==> src/rtl/spi_slv_frame_pkg.sv <==
// Shared definitions for the SPI slave frame receiver: frame layout, status
// bits and FSM states.
package spi_slv_pkg;

  localparam int FRAME_W = 24;

  localparam int RW_BIT   = 23;
  localparam int ADDR_MSB = 22;
  localparam int ADDR_LSB = 16;
  localparam int DATA_MSB = 15;
  localparam int DATA_LSB = 8;
  localparam int CRC_MSB  = 7;
  localparam int CRC_LSB  = 0;

  localparam int ST_CRC_BIT = 7;
  localparam int ST_LEN_BIT = 6;

  typedef enum logic [2:0] {
    IDLE,
    SHIFT,
    CHECK,
    EXEC,
    RESP
  } state_t;

endpackage

==> src/rtl/spi_slv_frame_if.sv <==
// SPI pins plus the register-bus side of the frame receiver, seen from the
// slave (the receiver) or the master (pin driver / register file).
interface spi_slv_frame_if;
  logic       i_sclk;
  logic       i_csb;
  logic       i_mosi;
  logic       o_miso;
  logic       o_wr_en;
  logic       o_rd_en;
  logic [6:0] o_addr;
  logic [7:0] o_wdata;
  logic [7:0] i_rdata;
  logic       o_frm_done;
  logic       o_crc_err;
  logic       o_len_err;

  modport slave (
    input  i_sclk, i_csb, i_mosi, i_rdata,
    output o_miso, o_wr_en, o_rd_en, o_addr, o_wdata,
           o_frm_done, o_crc_err, o_len_err
  );

  modport master (
    output i_sclk, i_csb, i_mosi, i_rdata,
    input  o_miso, o_wr_en, o_rd_en, o_addr, o_wdata,
           o_frm_done, o_crc_err, o_len_err
  );
endinterface

==> src/rtl/crc16to8_parallel.sv <==
// CRC-8 (poly 0x07, init 0x00, MSB first) over a 16-bit word in one cycle.
module crc16to8_parallel (
  input  logic [15:0] i_data,
  output logic [7:0]  o_crc
);
  localparam logic [7:0] POLY = 8'h07;

  always_comb begin
    o_crc = 8'h00;
    for (int i = 15; i >= 0; i--) begin
      if (o_crc[7] ^ i_data[i]) o_crc = {o_crc[6:0], 1'b0} ^ POLY;
      else                      o_crc = {o_crc[6:0], 1'b0};
    end
  end
endmodule

==> src/rtl/spi_slv_frame_sync.sv <==
// Brings the asynchronous SPI pins into the i_clk domain and produces
// single-cycle edge pulses for sclk and csb.
module spi_slv_sync #(
  parameter int SYNC_STG = 2
) (
  input  logic i_clk,
  input  logic i_rst_n,
  input  logic i_sclk,
  input  logic i_csb,
  input  logic i_mosi,
  output logic o_sclk_rise,
  output logic o_csb_rise,
  output logic o_csb_fall,
  output logic o_mosi_s
);
  logic [SYNC_STG-1:0] r_sclk_sync, r_csb_sync, r_mosi_sync;
  logic                r_sclk_d, r_csb_d;
  logic                w_sclk_s, w_csb_s;

  // csb resets low so a chip select already asserted at reset release is not taken as a start
  always_ff @(posedge i_clk or negedge i_rst_n) begin
    if (!i_rst_n) begin
      r_sclk_sync <= '0;
      r_csb_sync  <= '0;
      r_mosi_sync <= '0;
      r_sclk_d    <= 1'b0;
      r_csb_d     <= 1'b0;
    end else begin
      r_sclk_sync <= {r_sclk_sync[SYNC_STG-2:0], i_sclk};
      r_csb_sync  <= {r_csb_sync[SYNC_STG-2:0], i_csb};
      r_mosi_sync <= {r_mosi_sync[SYNC_STG-2:0], i_mosi};
      r_sclk_d    <= w_sclk_s;
      r_csb_d     <= w_csb_s;
    end
  end

  assign w_sclk_s    = r_sclk_sync[SYNC_STG-1];
  assign w_csb_s     = r_csb_sync[SYNC_STG-1];
  assign o_mosi_s    = r_mosi_sync[SYNC_STG-1];
  assign o_sclk_rise = w_sclk_s & ~r_sclk_d;
  assign o_csb_rise  = w_csb_s & ~r_csb_d;
  assign o_csb_fall  = ~w_csb_s & r_csb_d;
endmodule

==> src/rtl/spi_slv_frame.sv <==
// SPI slave frame receiver: shifts cmd/data/CRC8 frames, executes the last one
// received and returns its response on MISO during the next transaction.
module spi_slv_frame
  import spi_slv_pkg::*;
#(
  parameter int SYNC_STG  = 2,
  parameter int MAX_CHAIN = 4
) (
  input logic            i_clk,
  input logic            i_rst_n,
  spi_slv_frame_if.slave bus
);
  localparam int BCW = $clog2(FRAME_W);
  localparam int FCW = $clog2(MAX_CHAIN + 1);
  localparam logic [BCW-1:0] LAST_BIT = BCW'(FRAME_W - 1);
  localparam logic [FCW-1:0] MAX_FRM  = FCW'(MAX_CHAIN);
  // crc8(16'h0000) is 8'h00 with a zero-initialised CRC
  localparam logic [FRAME_W-1:0] RESP_RST = '0;

  state_t             r_state, w_next;
  logic [FRAME_W-1:0] r_shift, r_resp;
  logic [BCW-1:0]     r_bit_cnt;
  logic [FCW-1:0]     r_frm_cnt;
  logic               r_frm_ovf, r_crc_err, r_len_err;
  logic [6:0]         r_addr;
  logic [7:0]         r_wdata;

  logic       w_sclk_rise, w_csb_rise, w_csb_fall, w_mosi_s;
  logic [7:0] w_rx_crc, w_resp_crc, w_status, w_resp_data;
  logic       w_len_ok, w_crc_ok;
  logic       w_miso, w_wr_en, w_rd_en, w_frm_done;

  spi_slv_sync #(.SYNC_STG(SYNC_STG)) u_sync (
    .i_clk      (i_clk),
    .i_rst_n    (i_rst_n),
    .i_sclk     (bus.i_sclk),
    .i_csb      (bus.i_csb),
    .i_mosi     (bus.i_mosi),
    .o_sclk_rise(w_sclk_rise),
    .o_csb_rise (w_csb_rise),
    .o_csb_fall (w_csb_fall),
    .o_mosi_s   (w_mosi_s)
  );

  crc16to8_parallel u_rx_crc (
    .i_data(r_shift[FRAME_W-1:DATA_LSB]),
    .o_crc (w_rx_crc)
  );

  crc16to8_parallel u_resp_crc (
    .i_data({w_status, w_resp_data}),
    .o_crc (w_resp_crc)
  );

  assign w_len_ok = (r_bit_cnt == '0) && (r_frm_cnt != '0) &&
                    (r_frm_cnt <= MAX_FRM) && !r_frm_ovf;
  assign w_crc_ok = (w_rx_crc == r_shift[CRC_MSB:CRC_LSB]);

  // During CHECK the status reflects the verdict being taken, not the previous frame's
  always_comb begin
    w_status    = '0;
    w_resp_data = '0;
    if (r_state == CHECK) begin
      w_status[ST_CRC_BIT] = w_len_ok & ~w_crc_ok;
      w_status[ST_LEN_BIT] = ~w_len_ok;
    end else begin
      w_status[ST_CRC_BIT] = r_crc_err;
      w_status[ST_LEN_BIT] = r_len_err;
    end
    if (r_state == RESP) w_resp_data = bus.i_rdata;
  end

  always_ff @(posedge i_clk or negedge i_rst_n) begin
    if (!i_rst_n) r_state <= IDLE;
    else          r_state <= w_next;
  end

  always_comb begin
    w_next = r_state;
    unique case (r_state)
      IDLE:    if (w_csb_fall) w_next = SHIFT;
      SHIFT:   if (w_csb_rise) w_next = CHECK;
      CHECK:   w_next = (w_len_ok && w_crc_ok) ? EXEC : IDLE;
      EXEC:    w_next = r_shift[RW_BIT] ? RESP : IDLE;
      RESP:    w_next = IDLE;
      default: w_next = IDLE;
    endcase
  end

  always_comb begin
    w_miso     = 1'b0;
    w_wr_en    = 1'b0;
    w_rd_en    = 1'b0;
    w_frm_done = 1'b0;
    unique case (r_state)
      SHIFT: w_miso = r_shift[FRAME_W-1];
      CHECK: w_frm_done = 1'b1;
      EXEC: begin
        w_wr_en = ~r_shift[RW_BIT];
        w_rd_en = r_shift[RW_BIT];
      end
      default: ;
    endcase
  end

  // Address and write data are loaded on entry to EXEC so they line up with the strobe
  always_ff @(posedge i_clk or negedge i_rst_n) begin
    if (!i_rst_n) begin
      r_shift   <= '0;
      r_resp    <= RESP_RST;
      r_bit_cnt <= '0;
      r_frm_cnt <= '0;
      r_frm_ovf <= 1'b0;
      r_crc_err <= 1'b0;
      r_len_err <= 1'b0;
      r_addr    <= '0;
      r_wdata   <= '0;
    end else begin
      unique case (r_state)
        IDLE: if (w_csb_fall) begin
          r_shift   <= r_resp;
          r_bit_cnt <= '0;
          r_frm_cnt <= '0;
          r_frm_ovf <= 1'b0;
        end
        SHIFT: if (w_sclk_rise) begin
          r_shift <= {r_shift[FRAME_W-2:0], w_mosi_s};
          if (r_bit_cnt == LAST_BIT) begin
            r_bit_cnt <= '0;
            if (r_frm_cnt == MAX_FRM) r_frm_ovf <= 1'b1;
            else                      r_frm_cnt <= r_frm_cnt + 1'b1;
          end else begin
            r_bit_cnt <= r_bit_cnt + 1'b1;
          end
        end
        CHECK: begin
          r_len_err <= ~w_len_ok;
          r_crc_err <= w_len_ok & ~w_crc_ok;
          if (w_len_ok && w_crc_ok) begin
            r_addr <= r_shift[ADDR_MSB:ADDR_LSB];
            if (!r_shift[RW_BIT]) r_wdata <= r_shift[DATA_MSB:DATA_LSB];
          end else begin
            r_resp <= {w_status, 8'h00, w_resp_crc};
          end
        end
        EXEC: if (!r_shift[RW_BIT]) r_resp <= {w_status, 8'h00, w_resp_crc};
        RESP: r_resp <= {w_status, bus.i_rdata, w_resp_crc};
        default: ;
      endcase
    end
  end

  assign bus.o_miso     = w_miso;
  assign bus.o_wr_en    = w_wr_en;
  assign bus.o_rd_en    = w_rd_en;
  assign bus.o_frm_done = w_frm_done;
  assign bus.o_addr     = r_addr;
  assign bus.o_wdata    = r_wdata;
  assign bus.o_crc_err  = r_crc_err;
  assign bus.o_len_err  = r_len_err;
endmodule
==> src/flat_wrapper.sv <==
// flat-port wrapper written by rule: the top's interface ports become plain ports
module spi_slv_frame_flat import spi_slv_pkg::*;
#(
  parameter int SYNC_STG  = 2,
  parameter int MAX_CHAIN = 4
)
  (i_clk, i_rst_n, bus_i_sclk, bus_i_csb, bus_i_mosi, bus_i_rdata, bus_o_miso, bus_o_wr_en, bus_o_rd_en, bus_o_addr, bus_o_wdata, bus_o_frm_done, bus_o_crc_err, bus_o_len_err);
  spi_slv_frame_if bus_i ();
  input logic i_clk;
  input logic i_rst_n;
  input wire logic [$bits(bus_i.i_sclk)-1:0] bus_i_sclk;
  input wire logic [$bits(bus_i.i_csb)-1:0] bus_i_csb;
  input wire logic [$bits(bus_i.i_mosi)-1:0] bus_i_mosi;
  input wire logic [$bits(bus_i.i_rdata)-1:0] bus_i_rdata;
  output wire logic [$bits(bus_i.o_miso)-1:0] bus_o_miso;
  output wire logic [$bits(bus_i.o_wr_en)-1:0] bus_o_wr_en;
  output wire logic [$bits(bus_i.o_rd_en)-1:0] bus_o_rd_en;
  output wire logic [$bits(bus_i.o_addr)-1:0] bus_o_addr;
  output wire logic [$bits(bus_i.o_wdata)-1:0] bus_o_wdata;
  output wire logic [$bits(bus_i.o_frm_done)-1:0] bus_o_frm_done;
  output wire logic [$bits(bus_i.o_crc_err)-1:0] bus_o_crc_err;
  output wire logic [$bits(bus_i.o_len_err)-1:0] bus_o_len_err;
  assign bus_i.i_sclk = bus_i_sclk;
  assign bus_i.i_csb = bus_i_csb;
  assign bus_i.i_mosi = bus_i_mosi;
  assign bus_i.i_rdata = bus_i_rdata;
  assign bus_o_miso = bus_i.o_miso;
  assign bus_o_wr_en = bus_i.o_wr_en;
  assign bus_o_rd_en = bus_i.o_rd_en;
  assign bus_o_addr = bus_i.o_addr;
  assign bus_o_wdata = bus_i.o_wdata;
  assign bus_o_frm_done = bus_i.o_frm_done;
  assign bus_o_crc_err = bus_i.o_crc_err;
  assign bus_o_len_err = bus_i.o_len_err;
  spi_slv_frame #(.SYNC_STG(SYNC_STG), .MAX_CHAIN(MAX_CHAIN)) u_core (.i_clk(i_clk), .i_rst_n(i_rst_n), .bus(bus_i));
endmodule
==> config.mk <==
export PLATFORM = sky130hd
export DESIGN_NAME = spi_slv_frame_flat
export DESIGN_NICKNAME = d
export VERILOG_FILES = /design/src/rtl/spi_slv_frame_pkg.sv /design/src/rtl/spi_slv_frame_if.sv /design/src/rtl/crc16to8_parallel.sv /design/src/rtl/spi_slv_frame_sync.sv /design/src/rtl/spi_slv_frame.sv /design/src/flat_wrapper.sv
export SDC_FILE = /design/constraint.sdc
export NUM_CORES = 1
export LEC_CHECK = 0
export CAP_MARGIN = 20
export CORE_ASPECT_RATIO = 0.5
export CORE_MARGIN = 4
export CORE_UTILIZATION = 40
export DETAILED_ROUTE_END_ITERATION = 10
export DONT_BUFFER_PORTS = 1
export PLACE_DENSITY_LB_ADDON = 0.3
export SLEW_MARGIN = 30
export SYNTH_ARGS = -nofsm -noshare
export SYNTH_HDL_FRONTEND = slang
export SYNTH_SLANG_ARGS = --single-unit
==> constraint.sdc <==
create_clock -name i_clk -period 5.3 [get_ports i_clk]
set_input_delay 0.265 -clock i_clk [delete_from_list [all_inputs] [get_ports i_clk]]
set_output_delay 0.265 -clock i_clk [all_outputs]
set_load 0.05 [all_outputs]
### Word level (Yosys, flattened, before mapping)

Index checks and enable logic that the tools add are counted.

* flip-flop bits (word level): 85
* bits of input ports: 13
* output and inout port bits: 21
* logic and storage cells: 177

* add/sub/neg operators: 2
* $lt $le $gt $ge: 1
* equal/unequal tests: 15
* mux-type cells: 63
* bitwise operators: 64
* reduce and logical (&&, ||, !) cells: 17

Operators by type and width (count)
* 3-bit two-way mux: 39
* 24-bit two-way mux: 4
* 3-bit NOT: 30
* 24-bit one-hot mux with 3 select lines: 1
* 24-bit one-hot mux with 2 select lines: 1
* 1-bit XOR: 18
* 5-bit two-way mux: 3
* 2-bit != test (second input constant): 6
* 3-bit one-hot mux with 4 select lines: 1
* 5-bit one-hot mux with 2 select lines: 1
* 5-bit AND reduction: 2
* 3-bit AND reduction: 3
* 8-bit == test: 1
* 1-bit two-way mux: 8
* 8-bit two-way mux: 1
* 3-bit by 2-bit == test with 1-bit output (second input constant): 2
* 3-bit == test (second input constant): 2
* 1-bit NOT: 6
* 3-bit one-hot mux with 2 select lines: 1
* 3-bit nonzero test: 2
* 1-bit XOR (first input constant): 6
* 5-bit by 1-bit adder with 5-bit output (second input constant): 1
* 5-bit == test (second input constant): 1
* 5-bit logical NOT: 1
* other kinds (12): 21

### Logic depth before layout (Yosys ltp)

Gate-level depths: netlist of run 1.

* word-level depth: 68
* depth in mapped cells: 8
* gate-level depth less buffers: 8

### Hierarchy

Synthesis of run 1 repeated with hierarchy kept, for this count alone.

* cell total of the unflattened synthesis: 370
* area, all modules: 4154.0 um^2

By module, submodules not included
* spi_slv_frame: times used 1, cells each 299, area an instance 3254.4 um^2, seq. area each 1776.7 um^2
* crc16to8_parallel: times used 2, cells each 30, area an instance 339.1 um^2, seq. area each 0.0 um^2
* spi_slv_sync: times used 1, cells each 11, area an instance 221.5 um^2, seq. area each 200.2 um^2

### Worst setup path before layout of run 1

OpenSTA, ideal clock, no wires.

* path type: register to register
* from: reg u_core.r_state[2]
* to: reg u_core.r_wdata[0], in the netlist u_core.bus.o_wdata[0]
* library setup time: 0.125 ns
* arrival: 3.548 ns
* data required time: 5.175 ns
* setup slack: 1.627 ns
* cell stages (with the launch flop): 7
* path buffers: 2
* period minus slack after synthesis: 3.673 ns
* cell sequence: dfrtp_1 -> clkbuf_1 -> nor3b_1 -> o2111ai_1 -> or4_1 -> buf_6 -> mux2_4

* cells in the longest elaborated chain, start to end: 2

RTL lines
* start, declared: line spi_slv_frame.sv:20 `state_t r_state, w_next;`
* start signal, assigned: line spi_slv_frame.sv:75 `else r_state <= w_next;`
* 3-bit by 2-bit == test with 1-bit output: line spi_slv_frame.sv:119 `unique case (r_state)`
* 3-bit AND reduction (no source line)
* end signal, assigned: line spi_slv_frame.sv:141 `if (!r_shift[RW_BIT]) r_wdata <= r_shift[DATA_MSB:DATA_LSB];`
* end, declared: line spi_slv_frame.sv:26 `logic [7:0] r_wdata;`

No other way between the ends.
A chain may end at the register's enable or synchronous reset.

### Worst setup path in the final report of run 1

* from: reg u_core.r_shift[23]
* to: reg u_core.r_wdata[4], in the netlist u_core.bus.o_wdata[4]

* cells in the longest elaborated chain, start to end: 14
* elaborated cells on any way between the ends: 32
* those cells by class: eq/ne (1); mux (12); bitwise (17); reduce/logical (2)

RTL lines
* start, declared: line spi_slv_frame.sv:21 `logic [FRAME_W-1:0] r_shift, r_resp;`
* start signal, assigned: line spi_slv_frame.sv:121 `r_shift <= r_resp;`
* start signal, assigned: line spi_slv_frame.sv:127 `r_shift <= {r_shift[FRAME_W-2:0], w_mosi_s};`
* 3-bit two-way mux: line crc16to8_parallel.sv:11 `if (o_crc[7] ^ i_data[i]) o_crc = {o_crc[6:0], 1'b0} ^ POLY;`
* 3-bit NOT (no source line) or 1-bit XOR (tied branches)
* 3-bit two-way mux: line crc16to8_parallel.sv:11
* 1-bit XOR or 3-bit NOT (tied branches)
* 3-bit two-way mux: line crc16to8_parallel.sv:11
* 3-bit NOT (no source line) or 1-bit XOR (tied branches)
* 3-bit two-way mux: line crc16to8_parallel.sv:11
* 3-bit NOT (no source line) or 1-bit XOR (tied branches)
* 3-bit two-way mux: line crc16to8_parallel.sv:11
* 1-bit XOR or 3-bit NOT (tied branches)
* 3-bit two-way mux: line crc16to8_parallel.sv:11
* 8-bit == test: line spi_slv_frame.sv:57 `assign w_crc_ok = (w_rx_crc == r_shift[CRC_MSB:CRC_LSB]);`
* 1-bit logical AND: line spi_slv_frame.sv:139 `if (w_len_ok && w_crc_ok) begin`
* 3-bit AND reduction (no source line) (*)

Every way passes the cells marked *; elsewhere a longest branch is shown, timed or not.

==> run summary, run 1 <==
Status: finished, final reports clean
Clock transition at path regs: 60 ps
Max IR drop VDD: 0.2141 mV
Worst r2r src: u_core.r_shift[23]
Total CTS buffers: 9
Slowest CP cell: or4_1
HP Class: input port to register
Lkg Pwr: 2.127 nW
Terminus of the critical flop-to-flop path: u_core.bus.o_wdata[4]
Die Ht: 80.18 um
R2r setup slk: 2160 ps
CP Class: register to register
GRT met2 Usage: 0.2354
XOR/XNOR Fraction of Synth Area: 0.1501
DRT antenna net count: 0
Synth Area in Adders: 0.01201
CTS tree: built
Pre-antenna DRT Iters: 4
Critical Path AT: 3370 ps
Complex-gate fraction of the synthesized area: 0.1222
Core area: 10180 um^2
GR Util met1: 0.2068
Clock Latency Late Sink: 340 ps
Startpoint types: register
Post-synth top flop: dfrtp_1
Largest family of logic cells by synthesized area: XOR/XNOR gates
Clock sinks: 79
Via count: 2681
Cells after Synth: 359
EDFF count, synth: 0
DR iter-0 viols: 165
Fraction of registers with async set/reset: 1.000
Crit path top cell by count: xnor3_1
Fmax: 318.2 MHz
Vias in the first global route: 2733
Power Density: 478.3 nW/um^2
Clk buf depth: 2
Worst-Margin Slew: 889.7 ps
Mux contribution to synthesized area: 0.09937
Hold WS: 57.59 ps
Final WL: 8685 um
Syn avg cell area: 11.61 um^2
Post-CTS setup buffer count: 0
Met3 GRT Util: 0.06136
RD Place Congestion: 0.8839
Final critical-path share of the clock period: 0.5930
Hold Vio Cnt, Final: 0
Final setup skew: 5.785 ps
Row cnt: 26
Drt wl/cell: 17.30 um
# DRC: 0
Fraction of layout instances using a drive strength above 1: 0.1436
Relative slew slack: 0.4042
Cell with the most instances after synthesis: dfrtp_1
Starting Density: 0.4093
Net Count, Synth: 376
Total grt overflow: 0
Via/cell ratio: 5.341
Setup crit end: u_core.bus.o_wdata[4]
Yosys cell types: 51
Largest net degree at the start of global routing: 80
H-tree depth: 3
Setup TNS: 0 ps
Die area: 12220 um^2
Critical-path maximum fanout: 10
Worst EP required: 5530 ps
Sequential share of the synthesized area: 0.4743
Crit path from: u_core.r_shift[23]
GRT Util Overall: 0.1531
R2R cell count: 6
RSZ-0062 raised after global routing: false
Global route hottest layer: met2
First-pass GRT wire length: 14670 um
CTS root buffer: clkbuf_16
Simple-Gate Fraction of Synth Area: 0.1066
I/O Pins: 34
IO buf count: 0
Critical Path Sink Type: register
Share of the synthesized area in the top cell type: 0.4743
Final setup vio count: 0
Synth top cells by count: dfrtp_1, nand2_1, o21ai_0
Synth Warn #: 0
Post-synthesis cell area: 4168 um^2
Area contributors post-synth: dfrtp_1, xnor3_1, xnor2_1
Area growth syn-to-layout: 11.86%
Die W: 152.4 um
Synth Register Bits: 79
Max-Cap Viols: 0
Ordered cell list for the critical path: xnor3_1 -> xnor3_1 -> a221oi_2 -> o211ai_2 -> or4_1 -> mux2_4
Max Slew Vio Count: 0
Min Tclk post-route: 3143 ps
N_diodes: 0
Antenna violations before repair: 0
Hpwl dp: 6281 um
Post-synth top area cell: dfrtp_1
Max incr delay on CP: 800 ps
Total Nets Final: 374
layout make-up:
type,count,area [um^2]
clock inverter,6,67.56
clock buffer,10,229.0
timing repair buffer,9,97.59
tap,140,175.2
sequential,79,1977
multi-input combinational,247,2074
inverter,11,41.29
fill,911,5520
report_power, final:
group          internal (W)  switching (W)  total [W]
logic              0.000371       0.000372   0.000743
clock network      0.000367       0.000250   0.000617
registers          0.000713       0.000157   0.000870
total               0.00145       0.000779    0.00223
flip-flops by register name (all words and copies together) (netlist names):
| register | cells |
|---|---|
| u_core.bus.o_addr | 7 |
| u_core.bus.o_crc_err | 1 |
| u_core.bus.o_len_err | 1 |
| u_core.bus.o_wdata | 8 |
| u_core.r_bit_cnt | 5 |
| u_core.r_frm_cnt | 3 |
| u_core.r_frm_ovf | 1 |
| u_core.r_resp | 18 |
| u_core.r_shift | 24 |
| u_core.r_state | 3 |
| u_core.u_sync.r_csb_d | 1 |
| u_core.u_sync.r_csb_sync | 2 |
| u_core.u_sync.r_mosi_sync | 2 |
| u_core.u_sync.r_sclk_d | 1 |
| u_core.u_sync.r_sclk_sync | 2 |
cell families (layout without fill, tap and decap cells):
logic type | Yosys count | after routing
mux | 36 | 36
fa+ha+maj | 4 | 4
flops | 79 | 79
compound gates | 73 | 73
xor+xnor | 46 | 46
simple gates | 88 | 88
buf+inv | 33 | 36
critical path: cells and delay by family, from the launching register on:
kind	cells	cell delay, ps
flops	1	560
xor+xnor	2	850
compound gates	2	420
simple gates	1	800
mux	1	390
layout by cell type, fill, tap and decap left out, types with 2 or more instances in the layout:
cell type / n
a21oi_1: 13
a22o_1: 14
and2_1: 3
and3_1: 4
and4_1: 2
buf_4: 4
clkbuf_16: 9
clkinvlp_4: 2
dfrtp_1: 79
dlygate4sd3_1: 4
ha_1: 4
inv_1: 11
inv_6: 2
mux2_2: 11
mux2_4: 8
mux2i_1: 17
nand2_1: 33
nand2b_1: 4
nand3_1: 8
nor2_1: 14
nor3_1: 7
nor3b_2: 3
o21a_1: 3
o21ai_0: 24
o22ai_1: 2
o2bb2ai_1: 2
o31ai_1: 2
or3b_2: 2
xnor2_1: 22
xnor3_1: 14
xor2_1: 8
routing by layer:
metal	wire length, um	vias to the layer above	part of all wire
met5	0	-	0
met4	96	0	0.011
met3	592	12	0.068
met2	3836	59	0.44
met1	4160	1340	0.48
li1	-	1270	-
worst min-delay path by stage:
stage / cells past startpoint / to / start / slack (ps)
after CTS: 1 / u_core.r_resp[9] / bus_i_rdata[1] / 40
after floorplan: 0 / u_core.bus.o_addr[0] / i_rst_n / -30
after global placement: 0 / u_core.bus.o_addr[1] / i_rst_n / -30
after global routing: 1 / u_core.r_resp[9] / bus_i_rdata[1] / 40
final: 1 / u_core.r_resp[9] / bus_i_rdata[1] / 60
after detailed placement: 0 / u_core.bus.o_addr[1] / i_rst_n / -30
metrics by stage:
stage | total power, W | cells | worst slack, ps | area (um^2) | util
floorplan | 0.001451 | 359 | 1627 | 4168 | -
global route | 0.002370 | 502 | 2008 | 4662 | 0.4579
CTS | 0.002239 | 502 | 1984 | 4653 | 0.4570
finish | 0.002230 | 502 | 2157 | 4662 | 0.4579
global placement | 0.001565 | 481 | 2127 | 4289 | 0.4212
detailed placement | 0.001600 | 481 | 2023 | 4289 | 0.4212
what timing repair did:
item | 4_1_cts | 5_1_grt
hold buffers | 5 | 0
resized for setup | 0 | 0
hold endpoints to repair | 82 | 0
(Power assumes the default switching activity.)
==> inputs of run 2 (changes only) <==
==> constraint.sdc (replaced) <==
create_clock -name i_clk -period 3.1 [get_ports i_clk]
set_input_delay 0.155 -clock i_clk [delete_from_list [all_inputs] [get_ports i_clk]]
set_output_delay 0.155 -clock i_clk [all_outputs]
set_load 0.05 [all_outputs]
==> run 2 against run 1 <==
  * Core utilization increased by 1.4 points
  * Sequential cell count unchanged
  * Setup slack got worse by 2000 ps
  * Largest cell class unchanged
  * Critical path depth unchanged
  * Via count increased by 3.7%
  * Combinational power increased by 79%
  * Count of clock-buffer cells in the layout increased by 1
  * Routed wire length increased by 3.5%
  * Clock skew about the same
  * Worst hold slack got worse by 23 ps
==> run summary, run 2 (same netlist as run 1, synthesis figures left out) <==
Status: finished, final reports clean
# fillers: 878
Final setup vio count: 0
Post-DP Area: 4334 um^2
Die Ht: 80.18 um
Final Instance Area: 4801 um^2
Die W: 152.4 um
Drt wl/cell: 17.42 um
Leading cell types in the layout, fill and taps excluded: dfrtp_1, nand2_1, o21ai_0
Setup TNS: 0 ps
Hold Vio Cnt, Final: 0
Sequential share of power: 0.375
Max IR drop VDD: 0.3509 mV
Largest net degree at the start of global routing: 80
Critical Path AT: 3160 ps
Reg with most FFs: u_core.r_shift
GRT Util Overall: 0.1539
RSZ-0062 raised after global routing: false
Combinational share of power: 0.339
Pre-antenna DRT Iters: 4
Top Metal Used: met4
Total grt overflow: 0
Via/cell ratio: 5.386
Antenna violations before repair: 0
Fraction of layout instances using a drive strength above 1: 0.1543
Worst-Margin Slew: 937.1 ps
Max-Cap Viols: 0
IO buf count: 0
Starting Density: 0.4093
Max FFs per register: 24
Clock power frac: 0.287
Final non-filler cell total: 516
Fmax: 339.4 MHz
I/O Pins: 34
Clock Latency Late Sink: 340 ps
Vias in the first global route: 2743
Startpoint types: register
Hpwl dp: 6385 um
# DRC: 0
Critical Path Sink Type: register
Clock sinks: 79
Metal3 WL: 601 um
DRT antenna net count: 0
Worst EP required: 3320 ps
Final critical-path share of the clock period: 0.9505
First-pass GRT wire length: 14630 um
Sw Pwr: 0.001333 W
H-tree depth: 3
Critical-path maximum fanout: 7
Hold path depth: 2
Worst r2r src: u_core.r_shift[22]
Power Density: 815.0 nW/um^2
R2R cell count: 6
Leading cell type in the layout, fill and taps excluded: dfrtp_1
M1 WL: 4354 um
Via count: 2779
DR iter-0 viols: 225
Core area: 10180 um^2
Post-Place Worst Slack: 71.93 ps
Final worst slack: 153.3 ps
Die area: 12220 um^2
N_diodes: 0
Min Tclk post-route: 2947 ps
Inst Count DP: 487
HP Class: input port to register
Hold_sp: bus_i_rdata[4]
Final WL: 8987 um
Total CTS buffers: 9
CP Class: register to register
CTS root buffer: clkbuf_16
Area of the multi-input gates: 2069 um^2
Met2 WL: 3906 um
Relative slew slack: 0.3725
Sw Ratio: 0.3407
Clock transition at path regs: 60 ps
Core Util, Final: 0.4715
CTS tree: built
Lkg Pwr: 2.205 nW
Row cnt: 26
RD Place Congestion: 0.8184
Max Slew Vio Count: 0
Final setup skew: 5.688 ps
Total Nets Final: 388
Crit path from: u_core.r_shift[22]
Cell internal pwr: 0.002580 W
Clk buf depth: 2
Area growth syn-to-layout: 15.19%
FF+latch area: 1977 um^2
run 2: routing by layer:
metal / track usage / vias up
li1: - / 1301
met1: 0.2069 / 1394
met2: 0.2332 / 73
met3: 0.06082 / 11
met4: 0.04036 / 0
met5: 0 / -
run 2: worst max-delay path, stage by stage, from the launching register on:
cell and delay [ps]:
dfrtp_1 460, xnor3_2 450, xnor3_1 370, nor3_1 290, o211ai_2 220, o31ai_2 630, mux2_2 410
run 2: final timing paths:
check	slack, ps	end
setup / recovery	150	u_core.r_resp[0]
hold / removal	30	u_core.r_resp[4]
setup reg to reg	150	u_core.r_resp[0]
hold reg to reg	350	u_core.u_sync.r_csb_sync[1]
max in group asynchronous	2420	u_core.r_resp[0]
min in group asynchronous	370	u_core.bus.o_addr[1]
run 2: metrics by stage:
stage	total power, W	hold slack (ps)
after floorplan	0.002482	-140.6
after global placement	0.002696	-138.4
after detailed placement	0.002749	-138.8
after CTS	0.003936	20.54
after global routing	0.004131	52.32
final	0.003913	34.75
run 2: area by class of cell:
type | count | share of cell area
Multi-Input combinational cell | 247 | 0.4311
Timing Repair Buffer | 23 | 0.04639
Inverter | 11 | 0.008600
Clock buffer | 11 | 0.04848
Clock inverter | 5 | 0.01720
Tap cell | 140 | 0.03649
Sequential cell | 79 | 0.4118
run 2: timing repair:
item | CTS | global route
endpoints found under the hold margin | 90 | 0
endpoints found under the setup margin | 0 | 8
gates resized for setup | 0 | 1
buffers inserted | 0 | 0
hold buffers | 13 | 0
run 2: power by group through the flow:
stage	logic (W)	clock network, W	registers (W)
final	0.00133	0.00112	0.00147
after detailed placement	0.00127	0	0.00148
after global placement	0.00122	0	0.00147
after floorplan	0.00110	0	0.00139
after global routing	0.00144	0.00120	0.00149
after CTS	0.00132	0.00115	0.00147
==> inputs of run 3 (changes only) <==
--- a/config.mk
+++ b/config.mk
@@ -11,7 +11,7 @@
 export CORE_UTILIZATION = 40
 export DETAILED_ROUTE_END_ITERATION = 10
 export DONT_BUFFER_PORTS = 1
-export PLACE_DENSITY_LB_ADDON = 0.3
+export PLACE_DENSITY = 0.51
 export SLEW_MARGIN = 30
 export SYNTH_ARGS = -nofsm -noshare
 export SYNTH_HDL_FRONTEND = slang
==> run 3 against run 2 <==
  * Clock skew rose by 0.75 ps
  * Register-to-register slack improved by 130 ps
  * Worst hold slack got worse by 2.4 ps
  * Clock power barely moved
  * Largest power group unchanged
==> run summary, run 3 (same netlist as run 1, synthesis figures left out) <==
Max Slew Vio Count: 0
Inst Count DP: 489
Total CTS buffers: 9
IO buf count: 0
DR iter-0 viols: 143
Starting Density: 0.4093
Die Ht: 80.18 um
Worst EP required: 3320 ps
Area growth syn-to-layout: 15.52%
RSZ-0062 raised after global routing: false
Worst Hold Path EP: u_core.r_resp[2]
First-pass GRT wire length: 15730 um
CP Class: register to register
Lkg Pwr: 2.211 nW
# DRC: 0
CP top delay family: simple AND/OR/NAND/NOR gates
Post-Place Worst Slack: 94.76 ps
Clock transition at path regs: 60 ps
Max IR drop VDD: 0.2694 mV
Power Density: 809.7 nW/um^2
Die W: 152.4 um
Final worst slack: 278.5 ps
Relative slew slack: 0.4437
Hold WS: 32.33 ps
R2R cell count: 6
Leading cell type in the layout, fill and taps excluded: dfrtp_1
R2r setup slk: 280 ps
Hpwl dp: 6809 um
Drt wl/cell: 18.67 um
Final WL: 9670 um
Terminus of the critical flop-to-flop path: u_core.bus.o_wdata[3]
Reg with most FFs: u_core.r_shift
Hold path depth: 3
Hold Vio Cnt, Final: 0
Status: finished, final reports clean
RD Place Congestion: 0.8713
Area of the multi-input gates: 2069 um^2
I/O Pins: 34
Max incr delay on CP: 640 ps
Core Util, Final: 0.4728
DRT antenna net count: 0
Antenna violations before repair: 0
Leading cell types in the layout, fill and taps excluded: dfrtp_1, nand2_1, o21ai_0
Fraction of layout instances using a drive strength above 1: 0.1614
# fillers: 945
Critical-path maximum fanout: 8
Final setup vio count: 0
Clock sinks: 79
HP Class: input port to register
Final setup skew: 6.439 ps
Worst-Margin Slew: 830.7 ps
N_diodes: 0
Clk buf depth: 2
Startpoint types: register
H-tree depth: 3
Ordered cell list for the critical path: xnor3_2 -> xnor3_1 -> nor3_1 -> o211ai_2 -> or4_4 -> mux2_4
Largest net degree at the start of global routing: 80
Max-Cap Viols: 0
Setup TNS: 0 ps
Worst r2r src: u_core.r_shift[22]
Pre-antenna DRT Iters: 4
Total Nets Final: 390
Buffers and inverters on the worst path: 0
FF+latch area: 1977 um^2
Max FFs per register: 24
Hold_sp: bus_i_rdata[2]
Via count: 2750
CTS tree: built
Final critical-path share of the clock period: 0.9102
Critical Path Sink Type: register
Min Tclk post-route: 2821 ps
Core area: 10180 um^2
Vias in the first global route: 2756
Total grt overflow: 0
Clock Latency Late Sink: 340 ps
Row cnt: 26
GRT Util Overall: 0.1670
Die area: 12220 um^2
CTS root buffer: clkbuf_16
Slowest CP cell: or4_4
Critical Path AT: 3040 ps
Via/cell ratio: 5.309
Fmax: 354.4 MHz
Final non-filler cell total: 518
run 3: cell types whose count changed in the layout (fill, tap and decap cells not counted):
cell,change
clkbuf_1,-1
clkinv_2,+1
clkinvlp_4,+2
buf_4,+2
clkinv_4,-2
run 3: per-layer routing:
| layer | share of wire | global-route usage | vias up |
|---|---|---|---|
| li1 | - | - | 1300 |
| met1 | 0.49 | 0.2390 | 1384 |
| met2 | 0.43 | 0.2403 | 54 |
| met3 | 0.067 | 0.05597 | 12 |
| met4 | 0.013 | 0.04843 | 0 |
| met5 | 0 | 0 | - |
run 3: final cells by class:
cell class              instances  area share
well taps                     140     0.03638
multi-input cells             247      0.4298
flip-flops and latches         79      0.4106
clock buffers                  10     0.04756
clock inverters                 6     0.01767
inverters                      11    0.008576
repair buffers                 25     0.04938
run 3: worst max path at each step:
stage | from | endpoint | cells past startpoint
after floorplan | u_core.r_state[2] | u_core.bus.o_wdata[0] | 6
after global placement | u_core.r_shift[16] | u_core.bus.o_wdata[5] | 6
after detailed placement | u_core.r_shift[22] | u_core.bus.o_wdata[7] | 6
after CTS | u_core.r_shift[22] | u_core.bus.o_wdata[3] | 6
after global routing | u_core.r_shift[16] | u_core.bus.o_wdata[2] | 6
final | u_core.r_shift[22] | u_core.bus.o_wdata[3] | 6
run 3: per-stage QoR:
step	total power, W	cell area (um^2)
CTS	0.003937	4811
global placement	0.002719	4349
finish	0.003898	4815
detailed placement	0.002760	4349
global route	0.004141	4815
floorplan	0.002482	4173
run 3: worst register-to-register path: stages (launching register included):
cell and delay (ps):
dfrtp_1 480, xnor3_2 450, xnor3_1 370, nor3_1 230, o211ai_2 190, or4_4 640, mux2_4 340
run 3: where the power goes:
part,internal (W),switching [W],total [W]
sequential,0.00122,0.000250,0.00147
combinational,0.000651,0.000659,0.00131
clock,0.000702,0.000417,0.00112
run 3: repair_timing:
action	4_1_cts	5_1_grt
setup endpoints to repair	0	7
hold buffers	13	0
resized for setup	0	1
hold endpoints to repair	90	0
buffers inserted	0	0
